`config.mk`:
```
export PLATFORM = sky130hd
export DESIGN_NAME = apb_master_bridge
export DESIGN_NICKNAME = d
export VERILOG_FILES = /design/src/rtl/apb_pkg.sv /design/src/rtl/apb_timeout_cnt.sv /design/src/rtl/apb_master_bridge.sv
export SDC_FILE = /design/constraint.sdc
export NUM_CORES = 1
export LEC_CHECK = 0
export ABC_AREA = 1
export CORE_ASPECT_RATIO = 0.7
export CORE_MARGIN = 2
export CORE_UTILIZATION = 36
export CTS_CLUSTER_DIAMETER = 30
export DETAILED_ROUTE_END_ITERATION = 7
export DONT_BUFFER_PORTS = 1
export GPL_TIMING_DRIVEN = 0
export PLACE_DENSITY = 0.62
export SETUP_SLACK_MARGIN = 0.05
export SYNTH_ARGS = -nofsm -noshare
export SYNTH_HDL_FRONTEND = slang
export SYNTH_HIERARCHICAL = 1
export SYNTH_SLANG_ARGS = --single-unit
```
`constraint.sdc`:
```
create_clock -name pclk -period 4.05 [get_ports pclk]
set_clock_uncertainty 0.2 [all_clocks]
set_input_delay 0.81 -clock pclk [delete_from_list [all_inputs] [get_ports pclk]]
set_output_delay 0.81 -clock pclk [all_outputs]
set_load 0.02 [all_outputs]
```
`src/rtl/apb_pkg.sv`:
```
// Shared definitions for the APB master bridge: FSM state encoding and default widths.
package apb_pkg;

  localparam int APB_ADDR_W  = 32;
  localparam int APB_DATA_W  = 32;
  localparam int APB_TIMEOUT = 16;
  localparam int APB_CNT_W   = 8;

  // One-hot-ish 3-bit encoding leaves spare codes so a corrupted state is detectable.
  typedef enum logic [2:0] {
    ST_IDLE   = 3'b000,
    ST_SETUP  = 3'b001,
    ST_ACCESS = 3'b010,
    ST_RESP   = 3'b100
  } apb_state_e;

endpackage

```
`src/rtl/apb_timeout_cnt.sv`:
```
// ACCESS-phase wait counter; expired flags that one more stalled cycle reaches TIMEOUT.
module apb_timeout_cnt
  import apb_pkg::*;
#(
  parameter int TIMEOUT = APB_TIMEOUT
) (
  input  logic pclk,
  input  logic preset,
  input  logic clr,
  input  logic en,
  output logic expired
);

  localparam logic [APB_CNT_W-1:0] LAST = APB_CNT_W'(TIMEOUT - 1);

  logic [APB_CNT_W-1:0] count;

  always_ff @(posedge pclk or posedge preset) begin
    if (preset) begin
      count <= '0;
    end else if (clr) begin
      count <= '0;
    end else if (en) begin
      count <= count + 1'b1;
    end
  end

  assign expired = (count == LAST);

endmodule

```
`src/rtl/apb_master_bridge.sv`:
```
// Single-outstanding command/response to APB requester bridge with registered outputs
// and an ACCESS-phase timeout.
module apb_master_bridge
  import apb_pkg::*;
#(
  parameter int ADDR_W  = APB_ADDR_W,
  parameter int DATA_W  = APB_DATA_W,
  parameter int TIMEOUT = APB_TIMEOUT
) (
  input  logic              pclk,
  input  logic              preset,
  input  logic              cmd_valid,
  output logic              cmd_ready,
  input  logic              cmd_write,
  input  logic [ADDR_W-1:0] cmd_addr,
  input  logic [DATA_W-1:0] cmd_wdata,
  output logic              rsp_valid,
  input  logic              rsp_ready,
  output logic [DATA_W-1:0] rsp_rdata,
  output logic              rsp_err,
  output logic              rsp_timeout,
  output logic              psel,
  output logic              penable,
  output logic              pwrite,
  output logic [ADDR_W-1:0] paddr,
  output logic [DATA_W-1:0] pwdata,
  input  logic [DATA_W-1:0] prdata,
  input  logic              pready,
  input  logic              pslverr
);

  apb_state_e        state, state_nxt;
  logic              cmd_ready_nxt;
  logic              psel_nxt, penable_nxt, pwrite_nxt;
  logic [ADDR_W-1:0] paddr_nxt;
  logic [DATA_W-1:0] pwdata_nxt;
  logic              rsp_valid_nxt, rsp_err_nxt, rsp_timeout_nxt;
  logic [DATA_W-1:0] rsp_rdata_nxt;
  logic              cnt_clr, cnt_en, tmo_expired;

  apb_timeout_cnt #(
    .TIMEOUT (TIMEOUT)
  ) u_tmo (
    .pclk    (pclk),
    .preset  (preset),
    .clr     (cnt_clr),
    .en      (cnt_en),
    .expired (tmo_expired)
  );

  always_comb begin
    state_nxt       = state;
    cmd_ready_nxt   = 1'b0;
    psel_nxt        = psel;
    penable_nxt     = penable;
    pwrite_nxt      = pwrite;
    paddr_nxt       = paddr;
    pwdata_nxt      = pwdata;
    rsp_valid_nxt   = rsp_valid;
    rsp_rdata_nxt   = rsp_rdata;
    rsp_err_nxt     = rsp_err;
    rsp_timeout_nxt = rsp_timeout;
    cnt_clr         = 1'b0;
    cnt_en          = 1'b0;

    case (state)
      ST_IDLE: begin
        psel_nxt      = 1'b0;
        penable_nxt   = 1'b0;
        cmd_ready_nxt = 1'b1;
        // cmd_ready is the registered copy, so the first IDLE cycle after reset cannot accept.
        if (cmd_valid && cmd_ready) begin
          state_nxt     = ST_SETUP;
          cmd_ready_nxt = 1'b0;
          psel_nxt      = 1'b1;
          pwrite_nxt    = cmd_write;
          paddr_nxt     = cmd_addr;
          pwdata_nxt    = cmd_wdata;
        end
      end

      ST_SETUP: begin
        state_nxt   = ST_ACCESS;
        penable_nxt = 1'b1;
        cnt_clr     = 1'b1;
      end

      ST_ACCESS: begin
        // A completing pready wins over a timeout reached on the same cycle.
        if (pready) begin
          state_nxt       = ST_RESP;
          psel_nxt        = 1'b0;
          penable_nxt     = 1'b0;
          rsp_valid_nxt   = 1'b1;
          rsp_err_nxt     = pslverr;
          rsp_timeout_nxt = 1'b0;
          rsp_rdata_nxt   = (!pwrite && !pslverr) ? prdata : '0;
        end else if (tmo_expired) begin
          state_nxt       = ST_RESP;
          psel_nxt        = 1'b0;
          penable_nxt     = 1'b0;
          rsp_valid_nxt   = 1'b1;
          rsp_err_nxt     = 1'b1;
          rsp_timeout_nxt = 1'b1;
          rsp_rdata_nxt   = '0;
        end else begin
          cnt_en = 1'b1;
        end
      end

      ST_RESP: begin
        if (rsp_ready) begin
          state_nxt     = ST_IDLE;
          rsp_valid_nxt = 1'b0;
          cmd_ready_nxt = 1'b1;
        end
      end

      default: begin
        state_nxt     = ST_IDLE;
        psel_nxt      = 1'b0;
        penable_nxt   = 1'b0;
        rsp_valid_nxt = 1'b0;
      end
    endcase
  end

  always_ff @(posedge pclk or posedge preset) begin
    if (preset) begin
      state       <= ST_IDLE;
      cmd_ready   <= 1'b0;
      psel        <= 1'b0;
      penable     <= 1'b0;
      pwrite      <= 1'b0;
      paddr       <= '0;
      pwdata      <= '0;
      rsp_valid   <= 1'b0;
      rsp_rdata   <= '0;
      rsp_err     <= 1'b0;
      rsp_timeout <= 1'b0;
    end else begin
      state       <= state_nxt;
      cmd_ready   <= cmd_ready_nxt;
      psel        <= psel_nxt;
      penable     <= penable_nxt;
      pwrite      <= pwrite_nxt;
      paddr       <= paddr_nxt;
      pwdata      <= pwdata_nxt;
      rsp_valid   <= rsp_valid_nxt;
      rsp_rdata   <= rsp_rdata_nxt;
      rsp_err     <= rsp_err_nxt;
      rsp_timeout <= rsp_timeout_nxt;
    end
  end

endmodule

```
# == Word level (Yosys, flattened, before mapping) ==
# Cells that the tools add are included.
# classes
eq_ne,7
reduce_logical,15
n_addsub,1
bitwise,3
n_mux,28
# ops
operator,n
32-bit 2-to-1 mux,3
8-bit 2-to-1 mux,2
1-bit 2-to-1 mux,14
3-bit 2-to-1 mux,4
3-bit case mux with 4 select lines,1
1-bit case mux with 3 select lines,3
"8-bit by 1-bit adder with 8-bit output, second input constant",1
"8-bit by 4-bit == test with 1-bit output, second input constant",1
2-bit AND reduction,4
3-bit AND reduction,2
"2-bit != test, second input constant",2
2-bit nonzero test,2
2-bit OR reduction,2
"3-bit by 1-bit == test with 1-bit output, second input constant",1
"3-bit by 2-bit == test with 1-bit output, second input constant",1
"3-bit == test, second input constant",1
3-bit logical NOT,1
"3-bit != test, second input constant",1
1-bit NOT,3
1-bit logical AND,2
1-bit logical NOT,2
1-bit case mux with 2 select lines,1
# word_totals
out_inout_bits,103
word_cells,66
ff_bits,114
inputBits,103

# == Depth between registers and ports, before layout ==
# logic_depth
word_depth,6
ltp_mapped,15
ltp_nobuf,15

# == Hierarchy ==
# The synthesis kept the hierarchy.
# modules_own_cells
module,area_each_um2,seq_area_each_um2,instances,cells_per_inst
apb_master_bridge,4206.5,2652.5,1,466
apb_timeout_cnt,446.7,200.2,1,61

# == Least setup slack after synthesis ==
# OpenSTA, ideal clock, no wires.
# synth_timing
path_type,reg-to-reg
start,register u_tmo.count[0]
end,register u_tmo.count[3]
setup_ps,125
t_arrival_ps,1662
t_required_ps,3725
path_buffers,0
period_less_slack_ps,1987
setup_slack_ps,2063
stages_incl_launch_ff,13
cell_sequence,dfrtp_1 > ha_1 > nand2_1 > nor2_1 > inv_1 > nor4_1 > nor2_1 > nand3_1 > inv_1 > nor2_2 > inv_1 > a21oi_1 > nor3_1
# synth_between
elab_chain_cells,5
word_cells_on_any_way,8
cone_classes,1 x add/sub; 1 x eq/ne; 5 x mux; 1 x reduce/logical
# synth_lines
element,line,text
from (decl),apb_timeout_cnt.sv:16,logic [APB_CNT_W-1:0] count;
from (signal assigned),apb_timeout_cnt.sv:24,count <= count + 1'b1;
8-bit by 4-bit == test with 1-bit output,apb_timeout_cnt.sv:28,assign expired = (count == LAST);
net tmo_expired,apb_master_bridge.sv:39,"logic cnt_clr, cnt_en, tmo_expired;"
1-bit 2-to-1 mux,apb_master_bridge.sv:98,end else if (tmo_expired) begin
1-bit 2-to-1 mux,apb_master_bridge.sv:90,if (pready) begin
1-bit 2-to-1 mux,apb_master_bridge.sv:66,case (state)
net cnt_en,apb_master_bridge.sv:39,
2-bit nonzero test (no line),--,
# The timed path passes the listed nets, and every way through them passes these cells. The select of a mux whose other input is x is not followed.
# A chain may end at the register's enable or synchronous reset.

# == Final worst setup path ==
# Ends and elaborated chain as after synthesis.

==> reports/results.ini <==
[status]
outcome=finished, final reports clean

[yosys]
netlist_area_um2=4650
ys_seq_area_frac=0.613
synth_warnings=6
synth_cell_types=23
synth.top_cells.by_count=nand2_1 (255), dfrtp_1 (114), o21ai_1 (34), nand4_1 (29), inv_1 (22)
mappedNetlistNets=631
syn_inst=527
synth.top_cell.area_share=0.613
yosys-top-cells-area=dfrtp_1 (61%), nand2_1 (21%), nand4_1 (3.9%)
syn_area_per_cell_um2=8.83
ys_async_sr_fraction=1.00
synth-main-ff-cell=dfrtp_1
yosysMostFrequentCell=nand2_1
synth_edf_count=0
yosys.area.top_type=dfrtp_1
ys_ff_latch=114

[die]
die_h_um=99.1
dieArea_um2=13900
start_util=0.372
core_region_area_um2=12500
num_io_pins=206
std_cell_rows=34
die_w_um=140

[cells_and_area]
area_growth_pct=16.4
fin_nets=651
layout-drive-gt1-share=0.109
n_antenna_cell=0
post-route-cell-area_um2=5420

[timing]
max_slew_margin=0.574
finalHoldViolCount=0
rsz0062_at_grt=false
layout_min_cycle_time_ns=2.27
tightest_slew_ns=0.638
max_freq_ghz=0.441
tns_ns=0
maxSlewViolCount=0
setup_viol=0
finalCritPeriodShare=0.560

[global_route]
grt_overflow=0
grt_first_pass_wirelength_um=18800
antenna_found_initial=0
grt_max_degree=58
grt_pass1_vias=3570
grt_usage=0.173

[worst_setup_path]
critPathArrivalTime_ns=2.35
cp_cell_sequence=ha_1 -> nand2_1 -> nor2_1 -> inv_1 -> nor4_1 -> nor2_1 -> nand3_1 -> inv_1 -> nor2_2 -> inv_1 -> a21oi_1 -> nor3_1
crit_path_start_kind=register
cp-end-kind=register
cpLargestDelayFamily=simple AND/OR/NAND/NOR gates
rr_worst_depth=12
timing.critical_path.depth=12
worstSetupPathType=reg -> reg
required_ns=4.13
crit_buf_inv=3
cp_slowest_cell=dfrtp_1
max_stage_delay_ns=0.40
cp_common_cell=inv_1
crit_fanout=5

[placed_design]
io_buffers=0
dp_hpwl_um=8390
place_congestion=0.828
placed_area_um2=4890

[clocking]
numCtsBuffers=17
cts.sinks=114
hold_buffers=0
clkLatencyLatePin_ns=0.40
clk_pin_slew_ns=0.05
clk_path_buf_depth=2
cts_tree=built
htree_levels=4
cts_setup_buffers=0
ctsResizeCount=0
cts_root_buf=clkbuf_16

[power_and_ir_drop]
p_leak_nw=2.74
powerDensity_nw_per_um2=907
ir_drop_v=0.000422

[hold_path]
hold_path_class=in -> async

[routing]
drc=0
drt.antenna.violating_nets=0
drtPass1Iterations=4
wl_per_cell_um=16.1
viasPerCell=4.98
drt_wl_total_um=11600
vias=3598
drt-initial-drc-count=225

[run]
maxCapViolCount=0

## per-stage QoR
step                      power (W)  utilization  instances  hold slack (ns)  setup slack, ns
final                       0.00491        0.433        722           0.0460             1.78
after global routing        0.00527        0.433        722           0.0429             1.51
after CTS                   0.00497        0.433        722           0.0365             1.78
after detailed placement    0.00360        0.391        690            0.322             1.80
after global placement      0.00354        0.388        689            0.315           -0.752
after floorplan             0.00326            -        527            0.285            0.251
## logic make-up (layout without fill, tap and decap cells)
group,count (synthesis),after routing,synth area share
compound gates,41,41,0.0446
xor+xnor,1,1,0.00188
fa+ha+maj,1,1,0.00269
buf+inv,54,87,0.0559
flops,114,114,0.613
simple gates,316,316,0.282
## worst register-to-register path, delay by kind of cell (launching register included)
family / cells / cell delay [ns]
AOI/OAI and AO/OA: 1 / 0.16
adders and majority gates: 1 / 0.19
DFF: 1 / 0.40
buffers and inverters: 3 / 0.31
and+or+nand+nor: 7 / 0.90
## state kept, by name, summed over array words and instances (netlist names)
register	flops
paddr	32
pwdata	32
rsp_rdata	32
u_tmo/count	8
state	3
cmd_ready	1
penable	1
psel	1
pwrite	1
rsp_err	1
rsp_timeout	1
rsp_valid	1
## per-layer routing
layer,share of wire,vias to the layer above,track usage
li1,-,1718,-
met1,0.45,1700,0.224
met2,0.45,166,0.254
met3,0.086,14,0.0761
met4,0.015,0,0.0731
met5,0,-,0
## final timing paths
check | from | to | slack [ns]
setup / recovery | u_tmo/count[0]$_DFFE_PP0P_ | u_tmo/count[3]$_DFFE_PP0P_ | 1.78
hold / removal | preset | u_tmo/count[0]$_DFFE_PP0P_ | 0.05
setup reg to reg | u_tmo/count[0]$_DFFE_PP0P_ | u_tmo/count[3]$_DFFE_PP0P_ | 1.78
hold reg to reg | u_tmo/count[4]$_DFFE_PP0P_ | u_tmo/count[4]$_DFFE_PP0P_ | 0.34
max in group asynchronous | preset | pwdata[22]$_DFFE_PP0P_ | 2.77
min in group pclk | cmd_wdata[10] | pwdata[10]$_DFFE_PP0P_ | 0.32
## cells in the final DEF (no fill, tap or decap), drive strengths merged
master / instances
nand4: 30
nor4: 1
a21oi: 3
ha: 1
xnor2: 1
bufinv: 1
o21ai: 37
buf: 23
clkinv: 6
a211oi: 1
dfrtp: 114
nand3b: 1
nor2: 14
clkinvlp: 4
nor3: 2
clkbuf: 28
inv: 25
nand2: 255
nand3: 13
## power breakdown
| group | switching (W) | total, W | internal [W] |
|---|---|---|---|
| registers | 0.000945 | 0.00257 | 0.00162 |
| logic | 0.000639 | 0.00100 | 0.000365 |
| clock network | 0.000508 | 0.00134 | 0.000834 |
## layout make-up
cell class	instances	area [um^2]
Buffer	29	166
Fill cell	1217	7090
Clock buffer	21	440
Timing Repair Buffer	1	27.5
Tap cell	162	203
Inverter	25	96.3
Clock inverter	11	90.1
Multi-Input combinational cell	359	1540
Sequential cell	114	2850
Note: power is estimated with default switching activity, not from simulation.
